$ cat src/rtl/decode_stage_q.sv
// decode_stage_q
//   Registered RV32 decode stage between fetch and issue. Each accepted
//   instruction is decoded combinationally and written, together with its pc,
//   into a DEPTH-entry FIFO. The head entry drives the outputs, and the payload
//   reads as all-zero while the queue is empty. A flush empties the queue.
//
// Ports
//   i_clk, i_rst        clock, synchronous active-high reset
//   i_flush             drop all queued entries and any same-cycle push
//   in_valid/in_ready   upstream handshake (in_ready = count != DEPTH)
//   in_inst, in_pc      raw instruction and its pc
//   out_valid/out_ready downstream handshake on the head entry
//   out_pc              pc of the head entry
//   out_inst_id         one-hot instruction id: bit n set for instruction n
//                        0 LUI 1 AUIPC 2 JAL 3 JALR 4-9 BEQ,BNE,BLT,BGE,BLTU,BGEU
//                        10-14 LB,LH,LW,LBU,LHU 15-17 SB,SH,SW
//                        18-23 ADDI,SLTI,SLTIU,XORI,ORI,ANDI 24-26 SLLI,SRLI,SRAI
//                        27-36 ADD,SUB,SLL,SLT,SLTU,XOR,SRL,SRA,OR,AND 37 FENCE
//                        38-42 ECALL,EBREAK,MRET,SRET,WFI 43-50 MUL..REMU
//                        51 FLW 52 FSW 53-58 CSRRW,CSRRS,CSRRC,CSRRWI,CSRRSI,CSRRCI
//                        63 UNKNOWN
//   out_typ             one-hot class: 0 R, 1 I, 2 S, 3 B, 4 U, 5 J, 6 SYSTEM
//   out_rd/rs1/rs2      integer register indices, 0 when unused
//   out_fp_rd/fp_rs2    FP register indices, 0 when unused
//   out_*_we/_used      register write enables and read-use flags
//   out_fun3/fun7       funct fields (fun7 only for R-type and immediate shifts)
//   out_csr             imm[11:0] for SYSTEM instructions, else 0
//   out_imm             decoded immediate (shamt for shifts, zimm for CSR*I)
//   out_illegal         instruction not recognised or extension disabled
module decode_stage_q #(
   parameter int PC_W  = 32,
   parameter int DEPTH = 2,
   parameter bit EN_M  = 1'b1,
   parameter bit EN_F  = 1'b1
) (
   input  logic            i_clk,
   input  logic            i_rst,
   input  logic            i_flush,
   input  logic            in_valid,
   output logic            in_ready,
   input  logic [31:0]     in_inst,
   input  logic [PC_W-1:0] in_pc,
   output logic            out_valid,
   input  logic            out_ready,
   output logic [PC_W-1:0] out_pc,
   output logic [63:0]     out_inst_id,
   output logic [6:0]      out_typ,
   output logic [4:0]      out_rd,
   output logic [4:0]      out_rs1,
   output logic [4:0]      out_rs2,
   output logic [4:0]      out_fp_rd,
   output logic [4:0]      out_fp_rs2,
   output logic            out_rd_we,
   output logic            out_rs1_used,
   output logic            out_rs2_used,
   output logic            out_fp_we,
   output logic            out_fp_rs2_used,
   output logic [2:0]      out_fun3,
   output logic [6:0]      out_fun7,
   output logic [11:0]     out_csr,
   output logic [31:0]     out_imm,
   output logic            out_illegal
);

   localparam int PTR_W = (DEPTH > 1) ? $clog2(DEPTH) : 1;
   localparam int CNT_W = $clog2(DEPTH) + 1;
   localparam logic [PTR_W-1:0] LAST_PTR = PTR_W'(DEPTH - 1);
   localparam logic [CNT_W-1:0] FULL_CNT = CNT_W'(DEPTH);

   localparam logic [6:0] T_R = 7'b0000001, T_I = 7'b0000010, T_S = 7'b0000100,
                          T_B = 7'b0001000, T_U = 7'b0010000, T_J = 7'b0100000,
                          T_SYS = 7'b1000000;
   localparam logic [63:0] INST_UNKNOWN = 64'd1 << 63;

   typedef struct packed {
      logic [63:0] inst_id;
      logic [6:0]  typ;
      logic [4:0]  rd;
      logic [4:0]  rs1;
      logic [4:0]  rs2;
      logic [4:0]  fp_rd;
      logic [4:0]  fp_rs2;
      logic        rd_we;
      logic        rs1_used;
      logic        rs2_used;
      logic        fp_we;
      logic        fp_rs2_used;
      logic [2:0]  fun3;
      logic [6:0]  fun7;
      logic [11:0] csr;
      logic [31:0] imm;
      logic        illegal;
   } dec_t;

   typedef struct packed {
      logic [PC_W-1:0] pc;
      dec_t            dec;
   } entry_t;

   // Field extraction
   logic [6:0]  opc, f7;
   logic [2:0]  f3;
   logic [4:0]  rd_f, rs1_f, rs2_f;
   logic [11:0] imm12;
   logic [31:0] imm_i, imm_s, imm_b, imm_u, imm_j;

   assign opc   = in_inst[6:0];
   assign rd_f  = in_inst[11:7];
   assign f3    = in_inst[14:12];
   assign rs1_f = in_inst[19:15];
   assign rs2_f = in_inst[24:20];
   assign f7    = in_inst[31:25];
   assign imm12 = in_inst[31:20];
   assign imm_i = {{20{in_inst[31]}}, in_inst[31:20]};
   assign imm_s = {{20{in_inst[31]}}, in_inst[31:25], in_inst[11:7]};
   assign imm_b = {{19{in_inst[31]}}, in_inst[31], in_inst[7], in_inst[30:25],
                   in_inst[11:8], 1'b0};
   assign imm_u = {in_inst[31:12], 12'h000};
   assign imm_j = {{11{in_inst[31]}}, in_inst[31], in_inst[19:12], in_inst[20],
                   in_inst[30:21], 1'b0};

   // Stage 0: combinational decode of the incoming instruction
   dec_t       dec_p0;
   logic       legal;
   logic [5:0] idx;

   always_comb begin
      dec_p0 = '0;
      legal  = 1'b0;
      idx    = 6'd63;
      case (opc)
         7'b0110111, 7'b0010111: begin
            legal      = 1'b1;
            idx        = (opc == 7'b0110111) ? 6'd0 : 6'd1;
            dec_p0.typ = T_U;
            dec_p0.rd  = rd_f;
            dec_p0.imm = imm_u;
         end
         7'b1101111: begin
            legal      = 1'b1;
            idx        = 6'd2;
            dec_p0.typ = T_J;
            dec_p0.rd  = rd_f;
            dec_p0.imm = imm_j;
         end
         7'b1100111: begin
            legal           = (f3 == 3'd0);
            idx             = 6'd3;
            dec_p0.typ      = T_I;
            dec_p0.rd       = rd_f;
            dec_p0.rs1      = rs1_f;
            dec_p0.rs1_used = 1'b1;
            dec_p0.fun3     = f3;
            dec_p0.imm      = imm_i;
         end
         7'b1100011: begin
            legal           = 1'b1;
            dec_p0.typ      = T_B;
            dec_p0.rs1      = rs1_f;
            dec_p0.rs2      = rs2_f;
            dec_p0.rs1_used = 1'b1;
            dec_p0.rs2_used = 1'b1;
            dec_p0.fun3     = f3;
            dec_p0.imm      = imm_b;
            case (f3)
               3'd0:    idx = 6'd4;
               3'd1:    idx = 6'd5;
               3'd4:    idx = 6'd6;
               3'd5:    idx = 6'd7;
               3'd6:    idx = 6'd8;
               3'd7:    idx = 6'd9;
               default: legal = 1'b0;
            endcase
         end
         7'b0000011: begin
            legal           = 1'b1;
            dec_p0.typ      = T_I;
            dec_p0.rd       = rd_f;
            dec_p0.rs1      = rs1_f;
            dec_p0.rs1_used = 1'b1;
            dec_p0.fun3     = f3;
            dec_p0.imm      = imm_i;
            case (f3)
               3'd0:    idx = 6'd10;
               3'd1:    idx = 6'd11;
               3'd2:    idx = 6'd12;
               3'd4:    idx = 6'd13;
               3'd5:    idx = 6'd14;
               default: legal = 1'b0;
            endcase
         end
         7'b0100011: begin
            legal           = (f3 <= 3'd2);
            idx             = 6'd15 + {3'b000, f3};
            dec_p0.typ      = T_S;
            dec_p0.rs1      = rs1_f;
            dec_p0.rs2      = rs2_f;
            dec_p0.rs1_used = 1'b1;
            dec_p0.rs2_used = 1'b1;
            dec_p0.fun3     = f3;
            dec_p0.imm      = imm_s;
         end
         7'b0010011: begin
            legal           = 1'b1;
            dec_p0.typ      = T_I;
            dec_p0.rd       = rd_f;
            dec_p0.rs1      = rs1_f;
            dec_p0.rs1_used = 1'b1;
            dec_p0.fun3     = f3;
            dec_p0.imm      = imm_i;
            case (f3)
               3'd0: idx = 6'd18;
               3'd2: idx = 6'd19;
               3'd3: idx = 6'd20;
               3'd4: idx = 6'd21;
               3'd6: idx = 6'd22;
               3'd7: idx = 6'd23;
               3'd1: begin
                  legal       = (f7 == 7'd0);
                  idx         = 6'd24;
                  dec_p0.imm  = {27'd0, rs2_f};
                  dec_p0.fun7 = f7;
               end
               default: begin
                  // funct3 101: funct7 selects logical vs arithmetic right shift
                  legal       = (f7 == 7'd0) || (f7 == 7'h20);
                  idx         = (f7 == 7'h20) ? 6'd26 : 6'd25;
                  dec_p0.imm  = {27'd0, rs2_f};
                  dec_p0.fun7 = f7;
               end
            endcase
         end
         7'b0110011: begin
            dec_p0.typ      = T_R;
            dec_p0.rd       = rd_f;
            dec_p0.rs1      = rs1_f;
            dec_p0.rs2      = rs2_f;
            dec_p0.rs1_used = 1'b1;
            dec_p0.rs2_used = 1'b1;
            dec_p0.fun3     = f3;
            dec_p0.fun7     = f7;
            if (f7 == 7'd0) begin
               legal = 1'b1;
               case (f3)
                  3'd0:    idx = 6'd27;
                  3'd1:    idx = 6'd29;
                  3'd2:    idx = 6'd30;
                  3'd3:    idx = 6'd31;
                  3'd4:    idx = 6'd32;
                  3'd5:    idx = 6'd33;
                  3'd6:    idx = 6'd35;
                  default: idx = 6'd36;
               endcase
            end else if (f7 == 7'h20) begin
               legal = (f3 == 3'd0) || (f3 == 3'd5);
               idx   = (f3 == 3'd0) ? 6'd28 : 6'd34;
            end else if (f7 == 7'd1) begin
               legal = EN_M;
               idx   = 6'd43 + {3'b000, f3};
            end
         end
         7'b0001111: begin
            legal       = (f3 == 3'd0);
            idx         = 6'd37;
            dec_p0.typ  = T_I;
            dec_p0.fun3 = f3;
            dec_p0.imm  = imm_i;
         end
         7'b1110011: begin
            legal       = 1'b1;
            dec_p0.typ  = T_SYS;
            dec_p0.csr  = imm12;
            dec_p0.fun3 = f3;
            case (f3)
               3'd0: begin
                  case (imm12)
                     12'h000: idx = 6'd38;
                     12'h001: idx = 6'd39;
                     12'h302: idx = 6'd40;
                     12'h102: idx = 6'd41;
                     12'h105: idx = 6'd42;
                     default: legal = 1'b0;
                  endcase
               end
               3'd1, 3'd2, 3'd3: begin
                  idx             = 6'd52 + {3'b000, f3};
                  dec_p0.rd       = rd_f;
                  dec_p0.rs1      = rs1_f;
                  dec_p0.rs1_used = 1'b1;
               end
               3'd5, 3'd6, 3'd7: begin
                  // rs1 field carries a 5-bit zero-extended immediate
                  idx        = 6'd51 + {3'b000, f3};
                  dec_p0.rd  = rd_f;
                  dec_p0.imm = {27'd0, rs1_f};
               end
               default: legal = 1'b0;
            endcase
         end
         7'b0000111: begin
            legal           = EN_F && (f3 == 3'd2);
            idx             = 6'd51;
            dec_p0.typ      = T_I;
            dec_p0.fp_rd    = rd_f;
            dec_p0.fp_we    = 1'b1;
            dec_p0.rs1      = rs1_f;
            dec_p0.rs1_used = 1'b1;
            dec_p0.fun3     = f3;
            dec_p0.imm      = imm_i;
         end
         7'b0100111: begin
            legal              = EN_F && (f3 == 3'd2);
            idx                = 6'd52;
            dec_p0.typ         = T_S;
            dec_p0.rs1         = rs1_f;
            dec_p0.rs1_used    = 1'b1;
            dec_p0.fp_rs2      = rs2_f;
            dec_p0.fp_rs2_used = 1'b1;
            dec_p0.fun3        = f3;
            dec_p0.imm         = imm_s;
         end
         default: legal = 1'b0;
      endcase

      if (legal) begin
         dec_p0.inst_id = 64'd1 << idx;
         // rd is only populated for instructions that write an integer rd
         dec_p0.rd_we   = (dec_p0.rd != 5'd0);
      end else begin
         dec_p0         = '0;
         dec_p0.inst_id = INST_UNKNOWN;
         dec_p0.illegal = 1'b1;
      end
   end

   // Stage 1: output queue
   entry_t           q_p1 [DEPTH];
   logic [PTR_W-1:0] wr_ptr, rd_ptr;
   logic [CNT_W-1:0] count;
   logic             push, pop;
   entry_t           head;

   function automatic logic [PTR_W-1:0] ptr_inc(input logic [PTR_W-1:0] p);
      return (p == LAST_PTR) ? '0 : p + 1'b1;
   endfunction

   assign in_ready  = (count != FULL_CNT);
   assign out_valid = (count != '0);
   assign push      = in_valid & in_ready & ~i_flush;
   assign pop       = out_valid & out_ready;

   always_ff @(posedge i_clk) begin
      if (i_rst || i_flush) begin
         count  <= '0;
         wr_ptr <= '0;
         rd_ptr <= '0;
      end else begin
         if (push) wr_ptr <= ptr_inc(wr_ptr);
         if (pop)  rd_ptr <= ptr_inc(rd_ptr);
         case ({push, pop})
            2'b10:   count <= count + 1'b1;
            2'b01:   count <= count - 1'b1;
            default: count <= count;
         endcase
      end
   end

   always_ff @(posedge i_clk) begin
      if (push) q_p1[wr_ptr] <= '{pc: in_pc, dec: dec_p0};
   end

   assign head = out_valid ? q_p1[rd_ptr] : '0;

   assign out_pc          = head.pc;
   assign out_inst_id     = head.dec.inst_id;
   assign out_typ         = head.dec.typ;
   assign out_rd          = head.dec.rd;
   assign out_rs1         = head.dec.rs1;
   assign out_rs2         = head.dec.rs2;
   assign out_fp_rd       = head.dec.fp_rd;
   assign out_fp_rs2      = head.dec.fp_rs2;
   assign out_rd_we       = head.dec.rd_we;
   assign out_rs1_used    = head.dec.rs1_used;
   assign out_rs2_used    = head.dec.rs2_used;
   assign out_fp_we       = head.dec.fp_we;
   assign out_fp_rs2_used = head.dec.fp_rs2_used;
   assign out_fun3        = head.dec.fun3;
   assign out_fun7        = head.dec.fun7;
   assign out_csr         = head.dec.csr;
   assign out_imm         = head.dec.imm;
   assign out_illegal     = head.dec.illegal;

endmodule
$ cat config.mk
export PLATFORM = sky130hd
export DESIGN_NAME = decode_stage_q
export DESIGN_NICKNAME = d
export VERILOG_FILES = /design/src/rtl/decode_stage_q.sv
export SDC_FILE = /design/constraint.sdc
export NUM_CORES = 1
export LEC_CHECK = 0
export BUFFER_PORTS_ARGS = -buffer_cell sky130_fd_sc_hd__buf_2
export CAP_MARGIN = 0
export CORE_MARGIN = 2
export CORE_UTILIZATION = 35
export DETAILED_ROUTE_END_ITERATION = 12
export PLACE_DENSITY = 0.57
export REMOVE_ABC_BUFFERS = 1
export SLEW_MARGIN = 10
export SYNTH_ARGS = -nofsm -noshare
export SYNTH_HDL_FRONTEND = slang
export SYNTH_SLANG_ARGS = --single-unit
$ cat constraint.sdc
create_clock -name i_clk -period 10.32 [get_ports i_clk]
set_input_delay 0.516 -clock i_clk [delete_from_list [all_inputs] [get_ports i_clk]]
set_output_delay 0.516 -clock i_clk [all_outputs]
set_load 0.005 [all_outputs]
==> impl_metrics.yaml, run 1 <==
status:
  status: "finished clean"
setup_path:
  r2r-start: "count[0]$_SDFFE_PP0P_"
  r2r_cells: 5
  crit_start: "count[0]$_SDFFE_PP0P_"
  worstPathMaxFanout: 80
  cp.required_ns: 9.80
  worst_ep_arrival_time_ns: 3.82
  r2r_end: "q_p1[1][107]$_DFFE_PP_"
  start_kind: "flop"
  worstSetupEndpointType: "output port"
  ff2ff_setup_slack_ns: 7.33
  critPathKind: "flop to output port"
sta:
  worst_slew_pin_slew_ns: 1.06
  slew_violations: 0
  hold_viol_final: 0
  setup_tns_ns: 0
  period_needed_ns: 4.33
  setup_violations: 0
  fin_skew_ns: 0.0155
  fin_crit_sh_pct: 42.0
  fmax_ghz: 0.231
  timing.hold.ws_ns: 0.147
  rsz0062_at_grt: "false"
  relSlewSlack_pct: 29.5
detailed_routing:
  viasPerCell: 5.07
  drtIter0Drc: 860
  vias: 11185
  wl_um: 45500
  ant_nets: 0
  firstDrtPassIters: 5
  drc: 0
  drt-wirelength-per-cell_um: 20.6
grt:
  grt-ovfl-total: 0
  grt_start_max_net_pins: 124
  grt_pass1_vias: 10917
  grt_pass1_wl_um: 67000
  track_usage_pct: 17.4
  antenna_found_initial: 4
power:
  seq_power_share_pct: 51.6
  power_frac_comb_pct: 5.5
  vdd_drop_max_uv: 99.2
  clockPowerShare_pct: 42.9
  swShare_pct: 21.9
  net-switching-power_mw: 0.734
  internal_power_mw: 2.61
  powerDensity_mw_per_mm2: 165
  leakage_nw: 6.87
layout:
  fin_nets: 1627
  fin_util_pct: 41.8
  syn_to_final_growth_pct: 18.5
  fin_cells: 2205
  design_area_mm2: 0.0203
  drive_above_1_share_pct: 23.2
placed_design:
  dp_hpwl_um: 29600
  place_area_mm2: 0.0190
  gp_routability_congestion: 0.883
  numPortBuffers: 258
  dp_cells: 2128
clock_network:
  cts_buffers: 42
  h-tree-depth: 2
  hold_buffers: 0
  clock_latency_ns: 0.55
  clockBufferDepth: 3
  cts_num_sinks: 381
  cts_setup_buffers: 0
  cts_tree: "built"
  ctsResizeCount: 0
  root_buffer: "clkbuf_16"
  clk_pin_slew_ns: 0.06
synthesis:
  syn-mean-instance-area_um2: 13.1
  synthTopCellsByArea: "edfxtp_1 (66%), mux2i_1 (11%), nor2_1 (6.3%)"
  yosysMostFrequentCell: "edfxtp_1"
  synth_enable_flop_cells: 376
  ys_top_cells_by_count: "edfxtp_1 (376), nor2_1 (288), mux2i_1 (189)"
  synth.distinct_cells: 84
  synth_warnings: 0
  synth_cells: 1311
  synthFlopType: "edfxtp_1"
  synth_top_cell_by_area: "edfxtp_1"
  syn_area_mm2: 0.0172
  synth-seq-cells: 381
  ys_seq_area_share_pct: 66.4
  synth_top_cell_area_share_pct: 65.8
  async_flop_share_pct: 0
worst_hold_path:
  min_to: "q_p1[0][185]$_DFFE_PP_"
  hold_depth: 1
  holdCritPathClass: "input pin to flop"
  hp-start: "in_pc[29]"
floorplan:
  design.portCount: 259
  dieArea_mm2: 0.0508
  start_util_pct: 35.3
  core_area_mm2: 0.0486
  die_w_um: 225
  rows: 81
  die_h_um: 225
flow_run:
  cap_violations: 0
==> registers in the layout, summed over array words and instances (netlist names), named ones only <==
register / flops
wr_ptr: 1
rd_ptr: 1
count: 2
q_p1: 376
==> how the worst max path moves through the flow <==
stage	endpoint	slack (ns)
2_1_floorplan	q_p1[0][0]$_DFFE_PP_	1.02
3_3_place_gp	q_p1[0][144]$_DFFE_PP_	6.01
3_5_place_dp	q_p1[1][92]$_DFFE_PP_	5.92
4_1_cts	out_inst_id[25]	5.89
5_1_grt	out_inst_id[25]	5.70
6_report	out_inst_id[31]	5.99
==> power groups by stage <==
stage          Clock, mW  Sequential, mW  Combinational (mW)
2_1_floorplan          0            1.77               0.103
3_3_place_gp           0            1.76               0.187
3_5_place_dp           0            1.76               0.187
4_1_cts             1.47            1.72               0.188
5_1_grt             1.53            1.73               0.203
6_report            1.43            1.72               0.185
==> layout make-up <==
| class | count | area (um^2) |
|---|---|---|
| antenna | 3 | 7.51 |
| clock buffer | 52 | 1110 |
| clock inverter | 22 | 186 |
| fill | 4629 | 28300 |
| inverter | 18 | 67.6 |
| multi-input combinational | 839 | 5390 |
| sequential | 381 | 11400 |
| tap | 622 | 778 |
| timing repair buffer | 268 | 1390 |
==> logic make-up after synthesis <==
| family | share of synthesized area [%] |
|---|---|
| adders and majority gates | 0.584 |
| xor gates and xnor gates | 0.255 |
| muxes | 11.1 |
| buffers and inverters | 2.52 |
| and+or+nand+nor | 14.0 |
| other | 0.0219 |
| DFF | 66.4 |
| AOI/OAI and AO/OA | 5.11 |
==> stage by stage <==
step | power (mW) | worst slack, ns
finish | 3.34 | 5.99
global route | 3.46 | 5.70
CTS | 3.39 | 5.89
detailed placement | 1.94 | 5.92
global placement | 1.94 | 6.01
floorplan | 1.87 | 1.02
==> cell usage in the layout, fill, tap and decap left out, types with 6 or more instances in the layout <==
master     instances
buf_2            258
nand3_1           23
nand3b_1           8
and2_1            31
o21ai_0           19
nor2b_1            9
nor4_1             6
clkbuf_1           9
and3_1            18
ha_1               8
or3_1             10
inv_1             16
a21oi_1           37
nand2b_1           9
buf_4              8
edfxtp_1         376
nor2_1           285
clkbuf_16         43
mux2i_1          189
clkinv_1          11
nand2_1           39
nor3_1            14
conb_1            10
nor2_2            10
a211oi_1           9
==> worst max-delay path: stages, from the launching register on <==
cell     delay, ns
dfxtp_1       0.37
nor2_4        0.79
buf_4         0.87
buf_4         0.74
nor2_1        0.21
buf_2         0.19
==> per-layer routing <==
| metal | vias to the layer above | share of wire (%) | wire length (um) | GRT usage [%] |
|---|---|---|---|---|
| li1 | 5292 | - | - | - |
| met1 | 5524 | 44 | 20200 | 23.8 |
| met2 | 298 | 48 | 21800 | 28.1 |
| met3 | 67 | 5.4 | 2470 | 3.60 |
| met5 | - | 0.053 | 24 | 0 |
| met4 | 4 | 2.2 | 1000 | 4.96 |
(Power assumes the default switching activity.)
==> run 2, diff against run 1 <==
- ABC_AREA: not set -> 1
- clock period: 10.32 -> 4 ns (I/O delays scaled with it)
==> run 2 against run 1 <==
  * Routed wire length increased by 10%
  * Critical path depth up 11
  * Register-to-register slack lost 5.7 ns
  * Sequential power grew to 2.6 times the previous value
  * Combinational power rose to 2.8 times the previous value
  * Non-clock buffer count grew 52
  * Global-route usage grew 1.8 points
  * Synthesized cell count rose by 28%
  * Flip-flop and latch count unchanged
  * First-iteration DRC count grew 3.0%
  * Power rose to 2.5 times the previous value
  * Worst hold slack got worse by 0.11 ns
==> impl_metrics.yaml, run 2 <==
synthesis:
  synth.distinct_cells: 45
  async_flop_share_pct: 0
  synth_enable_flop_cells: 376
  synth_warnings: 0
  synth_cells: 1681
  ys_top_cells_by_count: "nand2_1 (537), edfxtp_1 (376), a21oi_1 (205)"
  synth-simple-area-share_pct: 20.2
  synthFlopType: "edfxtp_1"
  synth.area.mux_share_pct: 0
  synth_top_family_by_area: "simple AND/OR/NAND/NOR gates"
  syn_area_mm2: 0.0172
  synthAdderAreaFrac_pct: 0.583
  synth_top_cell_area_share_pct: 65.8
  synth_top_cell_by_area: "edfxtp_1"
  synth-seq-cells: 381
  synthXorXnorAreaFrac_pct: 0
  ys_seq_area_share_pct: 66.4
  synthTopCellsByArea: "edfxtp_1 (66%), nand2_1 (12%), a21oi_1 (6.0%)"
  syn-mean-instance-area_um2: 10.2
  yosysMostFrequentCell: "nand2_1"
  synth-compound-area-share_pct: 7.82
layout:
  syn_to_final_growth_pct: 21.6
  drive_above_1_share_pct: 19.6
  fin_util_pct: 42.9
  layout_common_cells: "nand2_1 (537), edfxtp_1 (376), buf_2 (258), a21oi_1 (205), nor2_1 (136)"
  design_area_mm2: 0.0209
  largest_register: "q_p1"
  final_common_cell: "nand2_1"
  register_area_mm2: 0.0114
  multiInputGateArea_mm2: 0.00496
  fin_nets: 2048
  fill_cells: 4738
  top_regs: "q_p1 (376), count (2)"
  largest_reg_flops: 376
placed_design:
  gp_routability_congestion: 0.858
  numPortBuffers: 258
  dp_hpwl_um: 32100
  place_area_mm2: 0.0192
  dp_slack_ns: 0.827
sta:
  setup_tns_ns: 0
  setup_slack_ns: 1.14
  setup_violations: 0
  relSlewSlack_pct: 13.7
  fin_crit_sh_pct: 71.4
  worst_slew_pin_slew_ns: 1.29
  rsz0062_at_grt: "false"
  period_needed_ns: 2.86
  slew_violations: 0
  fin_skew_ns: 0.0137
  hold_viol_final: 0
  fmax_ghz: 0.350
clock_network:
  cts_setup_buffers: 0
  cts_tree: "built"
  clock_latency_ns: 0.56
  h-tree-depth: 2
  cts_buffers: 41
  clockBufferDepth: 3
  clk_pin_slew_ns: 0.06
  cts_num_sinks: 381
  root_buffer: "clkbuf_16"
floorplan:
  dieArea_mm2: 0.0508
  rows: 81
  design.portCount: 259
  core_area_mm2: 0.0486
  die_h_um: 225
  start_util_pct: 35.3
  die_w_um: 225
grt:
  grt_pass1_vias: 12549
  antenna_found_initial: 2
  grt_pass1_wl_um: 74100
  track_usage_pct: 19.2
  grt_start_max_net_pins: 189
  grt-ovfl-total: 0
detailed_routing:
  firstDrtPassIters: 5
  ant_nets: 0
  wl_um: 50100
  drt-wirelength-per-cell_um: 19.1
  viasPerCell: 4.95
  drtIter0Drc: 886
  drc: 0
  vias: 13007
setup_path:
  worstSetupEndpointType: "flop"
  critPathKind: "input pin to flop"
  start_kind: "input pin"
  cp.required_ns: 4.39
  cpPeakStageDelay_ns: 0.53
  cpMostUsedCell: "nor2_1"
  worstPathMaxFanout: 28
  slowest_stage: "dlygate4sd3_1"
  worst_ep_arrival_time_ns: 3.25
  path_cells: "dlygate4sd3_1, buf_2, nor2_1, nand2_1, nor2_2, inv_1, nand3_1, nand2_1, o21ai_0, nor2_1, nand4_2, buf_4, inv_2, nor2_1, inv_2, nor2_1"
power:
  leakage_nw: 8.17
  power_frac_comb_pct: 6.1
  internal_power_mw: 6.56
  clockPowerShare_pct: 41.4
  net-switching-power_mw: 1.89
  powerDensity_mw_per_mm2: 405
  swShare_pct: 22.4
  vdd_drop_max_uv: 273
  seq_power_share_pct: 52.6
  p_total_mw: 8.45
worst_hold_path:
  holdCritPathClass: "input pin to flop"
status:
  status: "finished clean"
flow_run:
  cap_violations: 0
-- run 2: cell count changes after synthesis, sizes merged, moves of 31 or more --
cell / before / now
a21oi: 39 / 206
and2: 31 / 0
inv: 17 / 135
mux2i: 189 / 0
nand2: 39 / 548
nand3: 28 / 62
nor2: 299 / 152
-- run 2: worst paths after layout --
| check | to | start | slack (ns) | depth (start not counted) |
|---|---|---|---|---|
| setup / recovery | q_p1[0][74]$_DFFE_PP_ | in_inst[26] | 1.14 | 16 |
| setup reg to reg | q_p1[0][182]$_DFFE_PP_ | count[0]$_SDFFE_PP0P_ | 1.68 | 6 |
| hold / removal | q_p1[1][77]$_DFFE_PP_ | in_inst[17] | 0.04 | 3 |
| hold reg to reg | flop | rd_ptr$_SDFFE_PP0P_ | 0.45 | 1 |
-- run 2: power groups by stage --
stage | clock, mW | combinational [mW] | sequential (mW)
finish | 3.50 | 0.513 | 4.44
detailed placement | 0 | 0.484 | 4.53
CTS | 3.61 | 0.518 | 4.44
floorplan | 0 | 0.257 | 4.56
global placement | 0 | 0.484 | 4.52
global route | 3.74 | 0.564 | 4.45
-- run 2: critical path, delay by kind of cell --
kind                   cells  cell delay [ns]
buffers and inverters      6             1.46
AO/OA/AOI/OAI              1             0.12
AND/OR/NAND/NOR            9             1.44
-- run 2: per-layer routing --
metal	vias to the layer above	part of all wire (%)	global-route usage, %
met2	300	49	31.7
met3	70	4.8	3.38
met1	6361	44	25.8
met4	0	2.3	5.62
met5	-	0	0
li1	6276	-	-
-- run 2: cells by family (layout without fill, tap and decap cells) --
family,Yosys count,in the layout
AND/OR/NAND/NOR,819,819
other,1,12
adder cells (fa/ha/maj),8,8
buffers and inverters,217,529
flip-flops,381,381
AO/OA/AOI/OAI,255,255
-- run 2: cell type report --
cell class                      instances  share of cell area [%]
Antenna cell                            2                  0.0240
Sequential cell                       381                    54.6
Timing Repair Buffer                  320                    9.57
Clock buffer                           59                    5.45
Inverter                              135                    2.45
Clock inverter                         15                   0.390
Multi-Input combinational cell       1092                    23.8
Tap cell                              622                    3.73
-- run 2: timing repair --
item | 4_1_cts | 5_1_grt
hold buffers | 41 | 0
gates resized for setup | 0 | 0
hold endpoints to repair | 81 | 0
-- run 2: per-stage QoR --
| step | instances | hold WS (ns) |
|---|---|---|
| after floorplan | 1608 | 0.299 |
| after global placement | 2509 | 0.389 |
| after detailed placement | 2509 | 0.392 |
| after CTS | 2624 | 0.000556 |
| after global routing | 2626 | 0.0243 |
| final | 2626 | 0.0358 |
==> run 3, diff against run 2 <==
- clock period: 4 -> 2.85 ns (I/O delays scaled with it)
==> run 3 against run 2 <==
  * Critical path depth down 2
  * Via count is 1.1% higher
  * Largest power group unchanged
  * Critical path type unchanged
  * Worst hold slack got worse by 0.0049 ns
  * Flip-flop and latch count unchanged
  * Setup slack got worse by 0.95 ns
  * Sequential power is 41% higher
  * Global-route usage rose by 0.24 points
  * Utilization is 0.89 points higher
  * Power up 46%
  * Design area increased by 2.1%
  * Clock power increased by 53%
==> impl_metrics.yaml, run 3 (synthesis gave the netlist of run 2 again) <==
clock_network:
  clk_pin_slew_ns: 0.06
  cts_setup_buffers: 0
  cts_num_sinks: 381
  cts_tree: "built"
  clockBufferDepth: 3
  clock_latency_ns: 0.56
  root_buffer: "clkbuf_16"
  h-tree-depth: 2
  cts_buffers: 42
layout:
  design_area_mm2: 0.0213
  final_common_cell: "nand2_1"
  fin_cells: 2657
  drive_above_1_share_pct: 21.2
  top_regs: "q_p1 (376), count (2)"
  largest_reg_flops: 376
  layout_common_cells: "nand2_1 (537), edfxtp_1 (376), buf_2 (258), a21oi_1 (205), nor2_1 (134)"
  syn_to_final_growth_pct: 24.1
  fin_nets: 2080
  fill_cells: 4623
  largest_register: "q_p1"
  fin_util_pct: 43.8
sta:
  setup_slack_ns: 0.199
  hold_viol_final: 0
  setup_tns_ns: 0
  worst_slew_pin_slew_ns: 0.497
  fmax_ghz: 0.377
  slew_violations: 0
  fin_crit_sh_pct: 93.0
  setup_violations: 0
  fin_skew_ns: 0.0111
  rsz0062_at_grt: "true"
  relSlewSlack_pct: 66.8
  period_needed_ns: 2.65
power:
  vdd_drop_max_uv: 373
  leakage_nw: 8.41
  powerDensity_mw_per_mm2: 579
placed_design:
  dp_slack_ns: 0.104
  place_area_mm2: 0.0195
  numPortBuffers: 258
  gp_routability_congestion: 0.906
  dp_hpwl_um: 33100
  dp_cells: 2535
flow_run:
  cap_violations: 0
setup_path:
  worstSetupEndpointType: "flop"
  worstPathMaxFanout: 11
  r2r_end: "q_p1[1][181]$_DFFE_PP_"
  critPathKind: "input pin to flop"
  ff2ff_setup_slack_ns: 0.80
  r2r_cells: 6
  r2r-start: "count[0]$_SDFFE_PP0P_"
  cp.required_ns: 3.21
  worst_ep_arrival_time_ns: 3.01
  start_kind: "input pin"
worst_hold_path:
  min_to: "q_p1[1][6]$_DFFE_PP_"
  hp-start: "in_inst[25]"
  holdCritPathClass: "input pin to flop"
  hold_depth: 3
grt:
  grt_pass1_vias: 12810
  grt_start_max_net_pins: 88
  antenna_found_initial: 2
  grt-ovfl-total: 0
  track_usage_pct: 19.4
  grt_pass1_wl_um: 75200
floorplan:
  die_w_um: 225
  rows: 81
  design.portCount: 259
  dieArea_mm2: 0.0508
  die_h_um: 225
  start_util_pct: 35.3
  core_area_mm2: 0.0486
detailed_routing:
  firstDrtPassIters: 7
  drc: 0
  drtIter0Drc: 1011
  vias: 13156
  viasPerCell: 4.95
  wl_um: 50300
  drt-wirelength-per-cell_um: 18.9
  ant_nets: 0
status:
  status: "finished clean"
-- run 3: changes by cell type in the layout (fill, tap and decap cells not counted), moves of 2 or more --
cell / before / now
clkinv_1: 8 / 5
buf_12: 11 / 14
clkbuf_1: 16 / 9
buf_4: 10 / 33
clkinv_2: 2 / 7
clkbuf_8: 0 / 3
nor2_1: 136 / 134
nor2_4: 7 / 9
dlygate4sd3_1: 41 / 46
bufinv_16: 0 / 4
-- run 3: how the worst max path moves through the flow --
stage / startpoint / to / slack, ns / cells past startpoint
6_report: in_inst[13] / q_p1[1][135]$_DFFE_PP_ / 0.20 / 14
3_5_place_dp: in_inst[12] / q_p1[0][135]$_DFFE_PP_ / 0.10 / 12
2_1_floorplan: count[0]$_SDFFE_PP0P_ / q_p1[1][0]$_DFFE_PP_ / -6.37 / 4
5_1_grt: in_inst[13] / q_p1[1][113]$_DFFE_PP_ / -0.03 / 19
3_3_place_gp: in_inst[12] / q_p1[0][135]$_DFFE_PP_ / 0.14 / 12
4_1_cts: in_inst[13] / q_p1[1][135]$_DFFE_PP_ / 0.22 / 14
-- run 3: routing by layer --
layer  routed length (um)  vias up  global-route usage (%)
met5                    0        -                       0
met4                 1460        0                    6.47
met3                 2790       81                    3.42
met2                23700      379                    31.3
met1                22400     6358                    26.5
li1                     -     6338                       -
-- run 3: power breakdown --
part | internal [mW] | total (mW) | leakage (nW) | switching, mW
registers | 6.21 | 6.24 | 3.45 | 0.0244
logic | 0.239 | 0.739 | 4.29 | 0.499
clock network | 3.20 | 5.37 | 0.663 | 2.17
-- run 3: repair_timing --
| action | in CTS | in global routing |
|---|---|---|
| endpoints found under the hold margin | 91 | 0 |
| setup endpoints to repair | 0 | 26 |
| hold buffers | 46 | 0 |
| resized for setup | 0 | 5 |
-- run 3: area by class of cell --
class	count	area [um^2]	share of cell area, %
Inverter	135	514	2.41
Tap cell	622	778	3.65
Antenna cell	2	5.00	0.0235
Clock inverter	19	199	0.934
Multi-Input combinational cell	1092	4970	23.4
Clock buffer	55	1150	5.41
Sequential cell	381	11400	53.5
Timing Repair Buffer	351	2280	10.7
-- run 3: worst max-delay path, stage by stage --
cell	delay, ns
dlygate4sd3_1	0.54
buf_2	0.17
inv_1	0.13
ha_1	0.24
inv_1	0.09
nand2_1	0.13
nand2_1	0.13
o21ai_0	0.21
nand4_1	0.15
nor2_2	0.17
nand3_2	0.22
inv_4	0.22
nand4_1	0.19
nor3_1	0.29
-- run 3: through the flow --
stage	hold WS (ns)	power [mW]
CTS	0.000131	12.5
floorplan	0.241	6.76
detailed placement	0.334	7.05
global route	0.0404	12.8
global placement	0.330	7.04
finish	0.0309	12.3
